[config.mk]
export PLATFORM = sky130hd
export DESIGN_NAME = hazard_scoreboard
export DESIGN_NICKNAME = d
export VERILOG_FILES = /design/src/rtl/hazard_scoreboard.sv
export SDC_FILE = /design/constraint.sdc
export NUM_CORES = 1
export LEC_CHECK = 0
export CORE_ASPECT_RATIO = 0.7
export CORE_MARGIN = 2
export CORE_UTILIZATION = 45
export DETAILED_ROUTE_END_ITERATION = 6
export HOLD_SLACK_MARGIN = 0.03
export SYNTH_ARGS = -nofsm -noshare
export SYNTH_HDL_FRONTEND = slang
export SYNTH_SLANG_ARGS = --single-unit
[constraint.sdc]
create_clock -name clk -period 8.5 [get_ports clk]
set_input_delay 1.7 -clock clk [delete_from_list [all_inputs] [get_ports clk]]
set_output_delay 1.7 -clock clk [all_outputs]
set_load 0.03 [all_outputs]
[src/rtl/hazard_scoreboard.sv]
// ID-stage hazard scoreboard: one countdown timer per architectural register for RAW/WAW stalls and branch flush.
// Optional performance counters are built when HAZARD_PERF_CNT_EN is defined.
module hazard_scoreboard #(
    parameter int REG_AW   = 5,
    parameter int NUM_REGS = 32,
    parameter int LAT_W    = 3,
    parameter int MAX_LAT  = 6
) (
    input  logic              clk,
    input  logic              rstn,
    input  logic              id_valid,
    input  logic [REG_AW-1:0] id_rs1,
    input  logic [REG_AW-1:0] id_rs2,
    input  logic              id_rs1_used,
    input  logic              id_rs2_used,
    input  logic [REG_AW-1:0] id_rd,
    input  logic              id_rd_we,
    input  logic [LAT_W-1:0]  id_lat,
    input  logic              branch_taken,
    input  logic              ext_stall,
    output logic              stall,
    output logic              flush,
    output logic              issue,
    output logic              busy_any
`ifdef HAZARD_PERF_CNT_EN
    ,
    output logic [31:0]       perf_raw_stalls,
    output logic [31:0]       perf_waw_stalls,
    output logic [31:0]       perf_flushes
`endif
);

    localparam logic [LAT_W-1:0] MAX_LAT_V = LAT_W'(MAX_LAT);

    logic [LAT_W-1:0] cnt_q [NUM_REGS];
    logic [LAT_W-1:0] lat_eff;
    logic             raw;
    logic             waw;
    logic             load_en;

    function automatic logic [LAT_W-1:0] clamp_lat(input logic [LAT_W-1:0] lat);
        return (lat > MAX_LAT_V) ? MAX_LAT_V : lat;
    endfunction

    function automatic logic [31:0] sat_inc(input logic [31:0] v);
        return (&v) ? v : v + 32'd1;
    endfunction

    always_comb begin
        lat_eff = clamp_lat(id_lat);
        raw     = (id_rs1_used && (cnt_q[id_rs1] != '0)) ||
                  (id_rs2_used && (cnt_q[id_rs2] != '0));
        waw     = id_rd_we && (id_rd != '0) && (cnt_q[id_rd] > lat_eff);
        flush   = branch_taken;
        stall   = !branch_taken && (ext_stall || (id_valid && (raw || waw)));
        issue   = id_valid && !stall && !flush;
        load_en = issue && id_rd_we && (id_rd != '0) && (lat_eff != '0);
    end

    always_comb begin
        busy_any = 1'b0;
        for (int r = 1; r < NUM_REGS; r++) begin
            busy_any = busy_any | (cnt_q[r] != '0);
        end
    end

    // Entry 0 is held at zero so x0 never looks pending; a new issue overrides the decrement.
    always_ff @(posedge clk) begin
        for (int r = 0; r < NUM_REGS; r++) begin
            if (!rstn || r == 0) begin
                cnt_q[r] <= '0;
            end else if (!ext_stall) begin
                if (load_en && (id_rd == REG_AW'(r))) begin
                    cnt_q[r] <= lat_eff;
                end else if (cnt_q[r] != '0) begin
                    cnt_q[r] <= cnt_q[r] - 1'b1;
                end
            end
        end
    end

`ifdef HAZARD_PERF_CNT_EN
    // A stall with both hazards present is attributed to RAW only.
    always_ff @(posedge clk) begin
        if (!rstn) begin
            perf_raw_stalls <= '0;
            perf_waw_stalls <= '0;
            perf_flushes    <= '0;
        end else begin
            if (stall && id_valid && raw) begin
                perf_raw_stalls <= sat_inc(perf_raw_stalls);
            end
            if (stall && id_valid && waw && !raw) begin
                perf_waw_stalls <= sat_inc(perf_waw_stalls);
            end
            if (flush) begin
                perf_flushes <= sat_inc(perf_flushes);
            end
        end
    end
`endif

endmodule

==> reports/results.tsv, run 1 <==
metric	value	unit
status	finished, violations left	
violations	DRC	
drt_wl_total	26800	um
period_needed	7.57	ns
regMostFlops	cnt_q	
netlist_top_cells_count	mux2i_1 (98), edfxtp_1 (93), nor2_1 (71)	
die_x	174	um
ys_ff_latch	93	
synth-compound-area-share	0.0735	
ys.flop_type	edfxtp_1	
syn_to_final_growth	8.14	%
rows	43	
dp.cells	1125	
post-route-period-util	0.890	
finalHoldViolations	0	
viasPerCell	6.27	
r2r_end	cnt_q[30][0]	
route.detailed.drc	1	
coreArea	0.0198	mm^2
setup_total_negative_slack	0	ns
clockBufferDepth	2	
nets	957	
critPathMaxFanout	27	
io_pins	30	
fin_area	0.00984	mm^2
endpoint	stall	
synth_top_area_frac	0.307	
hp-class	flop to flop	
holdWs	0.744	ns
cts_buffers	9	
cts_tree	built	
power.leakage	4.03	nW
grt_usage	0.259	
synth_edf_count	93	
synthMuxAreaShare	0.227	
cts_setup_buffers	0	
async_reset_ff_frac	0	
reg2reg_slack	3.77	ns
rsz0062_at_grt	no	
synth_area_leaders	edfxtp_1 (31%), mux2i_1 (11%), ha_1 (8.9%)	
io_buffers	29	
avgSynthCellArea	10.4	um^2
synth.distinct_cells	57	
cts-root-buf	clkbuf_16	
die-area	0.0214	mm^2
synthAdderAreaFrac	0.0894	
slew_headroom	0.397	
fmax	0.132	GHz
antenna_found_initial	0	
critical_path.endpoint_type	primary output	
netlist_area	0.00909	mm^2
initial_core_util	0.459	
drt_first_pass_iters	7	
instances_no_fill	1141	
synth.most_common_cell	mux2i_1	
antennaDiodeCount	0	
grt_pass1_vias	6787	
reg2reg_from	cnt_q[28][1]	
cp-start-kind	input pin	
grt_overflow	0	
synth-seq-area-share	0.307	
clock_latency	0.36	ns
grt_pass1_wl	41300	um
crit_path_start	id_rd[1]	
routabilityCongestion	0.918	
die_h	123	um
synth_cells	873	
clkSlewWorstSetupHoldPaths	0.07	ns
report.final.slew_viol_count	0	
cp.arrival	5.87	ns
grt_start_max_net_pins	63	
cts.sinks	93	
peakVddDrop	96.4	uV
finalSetupViolations	0	
skew	0.00927	ns
utilization	0.497	
maxCapViolations	0	
final_layout_size_suffix_gt1_frac	0.156	
synthXorXnorAreaFrac	0	
post_cts_resized	0	
required	6.80	ns
reg.largest.list	cnt_q (93)	
ctsHoldBuffers	0	
ant_nets	0	
wl_per_cell	23.5	um
synth_top_family_by_area	simple AND/OR/NAND/NOR gates	
reg2reg_depth	11	
first_iter_violations	709	
largest_reg_flops	93	
synth_fp_nets	964	
yosys.area_share.simple	0.241	
worst_pin_slew	0.901	ns
dpl-instance-area	0.00954	mm^2
yosys.area.top_type	edfxtp_1	
cellPowerDensity	161	mW/mm^2
h-tree-depth	3	
critical_path_class	input pin to primary output	
synth_warnings	0	
hpwlAfterDp	19200	um
vias	7154	
-- through the flow --
| step | worst slack (ns) | total power [mW] |
|---|---|---|
| after floorplan | 1.43 | 1.01 |
| after global placement | 1.02 | 1.16 |
| after detailed placement | 0.948 | 1.16 |
| after CTS | 0.950 | 1.58 |
| after global routing | 0.767 | 1.66 |
| final | 0.932 | 1.59 |
-- layer usage --
metal | global-route usage | up-vias | share of wire
li1 | - | 3265 | -
met2 | 0.372 | 342 | 0.40
met5 | 0.0116 | - | 0
met4 | 0.0646 | 0 | 0.017
met3 | 0.0523 | 38 | 0.089
met1 | 0.394 | 3509 | 0.49
-- placed cells by master (no fill, tap or decap), drive strengths merged, types with 4 or more instances in the layout --
cell type,count
nor2b,36
mux2i,98
inv,70
ha,65
or3,65
nor3b,7
clkdlybuf4s50,27
mux2,32
clkbuf,10
o21ai,17
a211o,4
a31oi,7
edfxtp,93
nand3,4
mux4,32
nor4,13
nand4,38
o211ai,30
buf,16
nand2,46
a21oi,5
nand2b,9
a311oi,5
nor3,23
or2,4
clkinv,4
nor2,71
-- how the worst min path moves through the flow --
stage	slack, ns	cells after the start	startpoint	endpoint
after detailed placement	0.72	2	cnt_q[2][0]	cnt_q[2][0]
after floorplan	0.65	2	cnt_q[2][0]	cnt_q[2][0]
after global placement	0.71	2	cnt_q[2][0]	cnt_q[2][0]
after global routing	0.77	2	cnt_q[2][0]	cnt_q[2][0]
final	0.74	2	cnt_q[2][0]	cnt_q[2][0]
after CTS	0.74	2	cnt_q[2][0]	cnt_q[2][0]
-- cells by family (layout without fill, tap and decap cells) --
family          Yosys count  count (layout)
flops                    93              93
buf+inv                 131             129
compound gates           92              92
mux                     162             162
simple gates            330             330
fa+ha+maj                65              65
-- where the power goes --
part	total (mW)	switching, mW	internal [mW]
combinational	0.496	0.286	0.210
clock	0.423	0.195	0.228
sequential	0.666	0.0883	0.578
-- layout make-up --
cell class,instances,area (um^2)
Timing Repair Buffer,43,388
Multi-Input combinational cell,649,5760
Clock buffer,10,229
Tap cell,270,338
Fill cell,1858,9960
Inverter,70,263
Sequential cell,93,2790
Clock inverter,6,63.8
-- critical path, stage by stage --
cell and delay [ns]:
clkdlybuf4s50_1 0.69, buf_4 0.39, mux4_2 0.36, mux4_2 0.47, mux2_2 0.28, ha_1 0.30
nor2b_1 0.14, o21ai_0 0.13, nand2b_1 0.10, a311oi_4 0.35, a21boi_0 0.16, o21ba_2 0.21
clkdlybuf4s50_1 0.59
(Power assumes the default switching activity.)
==> run 2: changes to the inputs <==
--- a/config.mk
+++ b/config.mk
@@ -5,11 +5,12 @@
 export SDC_FILE = /design/constraint.sdc
 export NUM_CORES = 1
 export LEC_CHECK = 0
-export CORE_ASPECT_RATIO = 0.7
+export CORE_ASPECT_RATIO = 0.6
 export CORE_MARGIN = 2
 export CORE_UTILIZATION = 45
 export DETAILED_ROUTE_END_ITERATION = 6
 export HOLD_SLACK_MARGIN = 0.03
+export SLEW_MARGIN = 25
 export SYNTH_ARGS = -nofsm -noshare
 export SYNTH_HDL_FRONTEND = slang
 export SYNTH_SLANG_ARGS = --single-unit
==> run 2 against run 1 <==
The run now ends clean. Maximum frequency fell by 2.0%. Via count fell by 1.3%. Register-to-register slack improved by 0.10 ns. Design area fell by 0.69%. Setup slack got worse by 0.15 ns. Sequential power barely moved. Sequential cell count did not move. Clock skew fell by 0.0026 ns. Count of clock-buffer cells in the layout did not move. Combinational power barely moved. Sequential share of layout area rose by 0.20 points. Global-route usage rose by 0.28 points.
==> reports/results.tsv, run 2 (synthesis results as in run 1) <==
metric	value	unit
fillers	1851	
holdWs	0.737	ns
clock_latency	0.36	ns
reg2reg_depth	11	
die_h	114	um
antennaDiodeCount	0	
worst_pin_slew	0.899	ns
drt_first_pass_iters	5	
path_delay_family	buffers and inverters	
finalSetupViolations	0	
period_needed	7.72	ns
fin_area	0.00977	mm^2
hpwlAfterDp	19200	um
h-tree-depth	3	
grt_pass1_wl	42300	um
min_delay_worst_endpoint	cnt_q[2][0]	
ctsHoldBuffers	0	
slowest_delay	0.95	ns
cts_tree	built	
critPathMaxFanout	17	
die_x	188	um
cellPowerDensity	157	mW/mm^2
holdPathStages	2	
final_cell_mix	mux2i_1 (98), edfxtp_1 (93), nor2_1 (71)	
cts_setup_buffers	0	
reg2reg_slack	3.87	ns
cp-start-kind	input pin	
post_cts_resized	0	
worstHoldStart	cnt_q[2][0]	
regMostFlops	cnt_q	
maxCapViolations	0	
syn_to_final_growth	7.40	%
finalHoldViolations	0	
hp-class	flop to flop	
coreArea	0.0199	mm^2
cp.arrival	6.02	ns
status	complete, no violations	
vias	7059	
critical_path_class	input pin to primary output	
required	6.80	ns
grt_pass1_vias	6875	
die-area	0.0214	mm^2
rsz0062_at_grt	no	
grt_overflow	0	
reg.largest.list	cnt_q (93)	
largest_reg_flops	93	
layout_setup_ws	0.778	ns
viasPerCell	6.19	
final_layout_size_suffix_gt1_frac	0.153	
initial_core_util	0.457	
fmax	0.130	GHz
cts_buffers	9	
slew_headroom	0.399	
report.final.slew_viol_count	0	
path_cells	clkdlybuf4s50_1 > buf_4 > mux4_2 > mux4_2 > mux2_2 > ha_1 > nor2b_1 > o21ai_0 > nand2b_1 > a311oi_4 > a21boi_0 > o21ba_2 > clkdlybuf4s50_1	
routabilityCongestion	0.890	
timing.critical_path.buf_inv	3	
first_iter_violations	711	
clkSlewWorstSetupHoldPaths	0.06	ns
grt_start_max_net_pins	36	
cts-root-buf	clkbuf_16	
grt_usage	0.262	
post-route-period-util	0.908	
clockBufferDepth	2	
route.detailed.drc	0	
pre_cts_ws	0.781	ns
ant_nets	0	
power.leakage	4.00	nW
critical_path.endpoint_type	primary output	
cts.sinks	93	
final_common_cell	mux2i_1	
slowest_stage	clkdlybuf4s50_1	
r2r_end	cnt_q[31][0]	
skew	0.00670	ns
reg2reg_from	cnt_q[28][1]	
nets	955	
setup_total_negative_slack	0	ns
drt_wl_total	26700	um
io_pins	30	
antenna_found_initial	0	
io_buffers	29	
rows	40	
utilization	0.490	
dpl-instance-area	0.00953	mm^2
peakVddDrop	99.1	uV
wl_per_cell	23.4	um
run 2: changes by cell type in the layout (fill, tap and decap cells not counted), sizes merged:
cell	delta
clkinvlp	-1
clkdlybuf4s50	-2
bufinv	-1
run 2: layout make-up:
cell class                 count  area [um^2]  area share
clock inverter                 4         17.5     0.00179
sequential                    93         2790       0.286
timing repair buffer          41          363      0.0371
inverter                      70          263      0.0269
multi-input combinational    649         5760       0.590
tap                          273          342      0.0350
clock buffer                  10          229      0.0234
run 2: how the worst max path moves through the flow:
stage / start / to / slack [ns] / depth (start not counted)
final: id_rd[1] / stall / 0.78 / 13
after global routing: id_rd[1] / stall / 0.54 / 15
after CTS: id_rd[1] / stall / 0.79 / 13
after detailed placement: id_rd[1] / stall / 0.78 / 13
after global placement: id_rd[1] / stall / 0.85 / 13
after floorplan: id_rd[0] / stall / 1.43 / 13
run 2: through the flow:
| step | cells | power, mW |
|---|---|---|
| finish | 1140 | 1.53 |
| global route | 1140 | 1.62 |
| detailed placement | 1126 | 1.16 |
| CTS | 1140 | 1.53 |
| floorplan | 873 | 1.01 |
| global placement | 1126 | 1.16 |
run 2: worst register-to-register path: stages, from the launching register on:
cell,delay [ns]
edfxtp_1,0.50
mux4_2,0.51
mux4_2,0.48
mux2_2,0.28
ha_1,0.28
nor2b_1,0.13
o21ai_0,0.14
nand2b_1,0.11
a311oi_4,0.34
buf_4,0.71
nand4_1,0.49
o211ai_1,0.34
run 2: routing by layer:
| layer | vias up | routed length (um) | GRT usage | share of wire |
|---|---|---|---|---|
| li1 | 3273 | - | - | - |
| met1 | 3423 | 13600 | 0.414 | 0.51 |
| met2 | 336 | 10200 | 0.350 | 0.38 |
| met3 | 27 | 2550 | 0.0680 | 0.096 |
| met4 | 0 | 330 | 0.0572 | 0.012 |
| met5 | - | 0 | 0 | 0 |
run 2: where the power goes:
group	internal [mW]	leakage, nW	switching, mW
clock	0.192	0.123	0.178
combinational	0.209	2.88	0.288
sequential	0.578	1.00	0.0874
==> run 3: changes to the inputs <==
--- a/config.mk
+++ b/config.mk
@@ -6,11 +6,13 @@
 export NUM_CORES = 1
 export LEC_CHECK = 0
 export CORE_ASPECT_RATIO = 0.6
-export CORE_MARGIN = 2
+export CORE_MARGIN = 3
 export CORE_UTILIZATION = 45
 export DETAILED_ROUTE_END_ITERATION = 6
 export HOLD_SLACK_MARGIN = 0.03
+export REMOVE_ABC_BUFFERS = 1
 export SLEW_MARGIN = 25
 export SYNTH_ARGS = -nofsm -noshare
 export SYNTH_HDL_FRONTEND = slang
 export SYNTH_SLANG_ARGS = --single-unit
+export TNS_END_PERCENT = 100
==> run 3 against run 2 <==
Non-clock buffer count stayed put. Combinational power is 3% higher. Critical path depth stayed put. Total power is 1.1% higher. Sequential power is 0.6% lower. Register-to-register slack worse by 0.11 ns. Worst hold slack better by 0.0038 ns. Setup slack better by 0.30 ns.
==> reports/results.tsv, run 3 (synthesis results as in run 1) <==
metric	value	unit
status	complete, no violations	
total_power	1.55	mW
ant_nets	0	
finalHoldViolations	0	
finalSetupViolations	0	
multi_input_area	0.00576	mm^2
cts_tree	built	
cp.arrival	5.72	ns
slew_headroom	0.370	
period_needed	7.42	ns
critical_path.endpoint_type	primary output	
h-tree-depth	3	
grt_pass1_vias	7047	
grt_pass1_wl	43100	um
worst_pin_slew	0.942	ns
critical_path_class	input pin to primary output	
rows	39	
crit_path_start	id_rd[1]	
die-area	0.0220	mm^2
cp-start-kind	input pin	
reg.largest.list	cnt_q (93)	
wl_per_cell	24.7	um
cts_setup_buffers	0	
route.detailed.drc	0	
final_common_cell	mux2i_1	
cellPowerDensity	159	mW/mm^2
coreArea	0.0194	mm^2
post_cts_resized	0	
viasPerCell	6.38	
met2_length	11600	um
r2r_end	cnt_q[31][0]	
largest_reg_flops	93	
cts.sinks	93	
worstHoldStart	cnt_q[2][0]	
hpwlAfterDp	20000	um
die_h	116	um
ctsHoldBuffers	0	
pre_cts_ws	1.10	ns
critPathMaxFanout	16	
grt_overflow	0	
fillers	1754	
vias	7240	
first_iter_violations	785	
maxCapViolations	0	
post-route-period-util	0.873	
die_x	190	um
regMostFlops	cnt_q	
report.final.slew_viol_count	0	
required	6.80	ns
wl_met1	13100	um
io_pins	30	
antennaDiodeCount	0	
antenna_found_initial	0	
power.leakage	4.00	nW
hp-class	flop to flop	
rsz0062_at_grt	no	
skew	0.0114	ns
regArea	0.00279	mm^2
nets	955	
grt_usage	0.262	
reg2reg_from	cnt_q[13][1]	
clockBufferDepth	2	
reg2reg_slack	3.76	ns
reg2reg_depth	11	
setup_total_negative_slack	0	ns
cts_buffers	9	
final_layout_size_suffix_gt1_frac	0.153	
peakVddDrop	98.4	uV
fmax	0.135	GHz
io_buffers	29	
drt_first_pass_iters	5	
clock_latency	0.36	ns
grt_start_max_net_pins	63	
cts-root-buf	clkbuf_16	
clkSlewWorstSetupHoldPaths	0.07	ns
layout_setup_ws	1.08	ns
dr.max_layer_used	met4	
routabilityCongestion	0.938	
drt_wl_total	28100	um
endpoint	stall	
final_cell_mix	mux2i_1 (98), edfxtp_1 (93), nor2_1 (71)	
syn_to_final_growth	7.43	%
initial_core_util	0.468	
wl_met3	2790	um
## run 3: worst min-delay path by stage
| stage | endpoint | cells after the start | slack, ns |
|---|---|---|---|
| floorplan | cnt_q[2][0] | 2 | 0.65 |
| global placement | cnt_q[2][0] | 2 | 0.69 |
| detailed placement | cnt_q[2][0] | 2 | 0.70 |
| CTS | cnt_q[2][0] | 2 | 0.72 |
| global route | cnt_q[2][0] | 2 | 0.75 |
| finish | cnt_q[2][0] | 2 | 0.74 |
## run 3: layer usage
layer  up-vias  global-route usage
met3        42              0.0708
met1      3564               0.386
met5         -                   0
li1       3256                   -
met2       378               0.381
met4         0              0.0669
## run 3: report_power, final
| group | leakage (nW) | internal (mW) | switching, mW |
|---|---|---|---|
| logic | 2.88 | 0.210 | 0.301 |
| clock network | 0.124 | 0.195 | 0.182 |
| registers | 1.00 | 0.578 | 0.0835 |
## run 3: per-stage QoR
stage	instance area [um^2]	hold slack [ns]	std cells	util
4_1_cts	9780	0.715	1134	0.503
3_3_place_gp	9520	0.687	1119	0.490
3_5_place_dp	9530	0.705	1119	0.490
5_1_grt	9770	0.754	1134	0.503
6_report	9770	0.741	1134	0.503
2_1_floorplan	8790	0.653	812	-
## run 3: final cells by class
cell class,count,area share
Multi-Input combinational cell,649,0.590
Sequential cell,93,0.286
Timing Repair Buffer,41,0.0376
Tap cell,266,0.0341
Inverter,70,0.0269
Clock buffer,12,0.0242
Clock inverter,3,0.00141
## run 3: critical path, stage by stage
cell and delay [ns]:
clkdlybuf4s50_1 0.50, buf_4 0.28, mux4_2 0.54, mux4_2 0.47
mux2_2 0.28, ha_1 0.29, nor2b_1 0.13, o21ai_0 0.14
nand2b_1 0.11, a311oi_4 0.33, a21boi_0 0.14, o21ba_2 0.21
clkdlybuf4s50_1 0.59
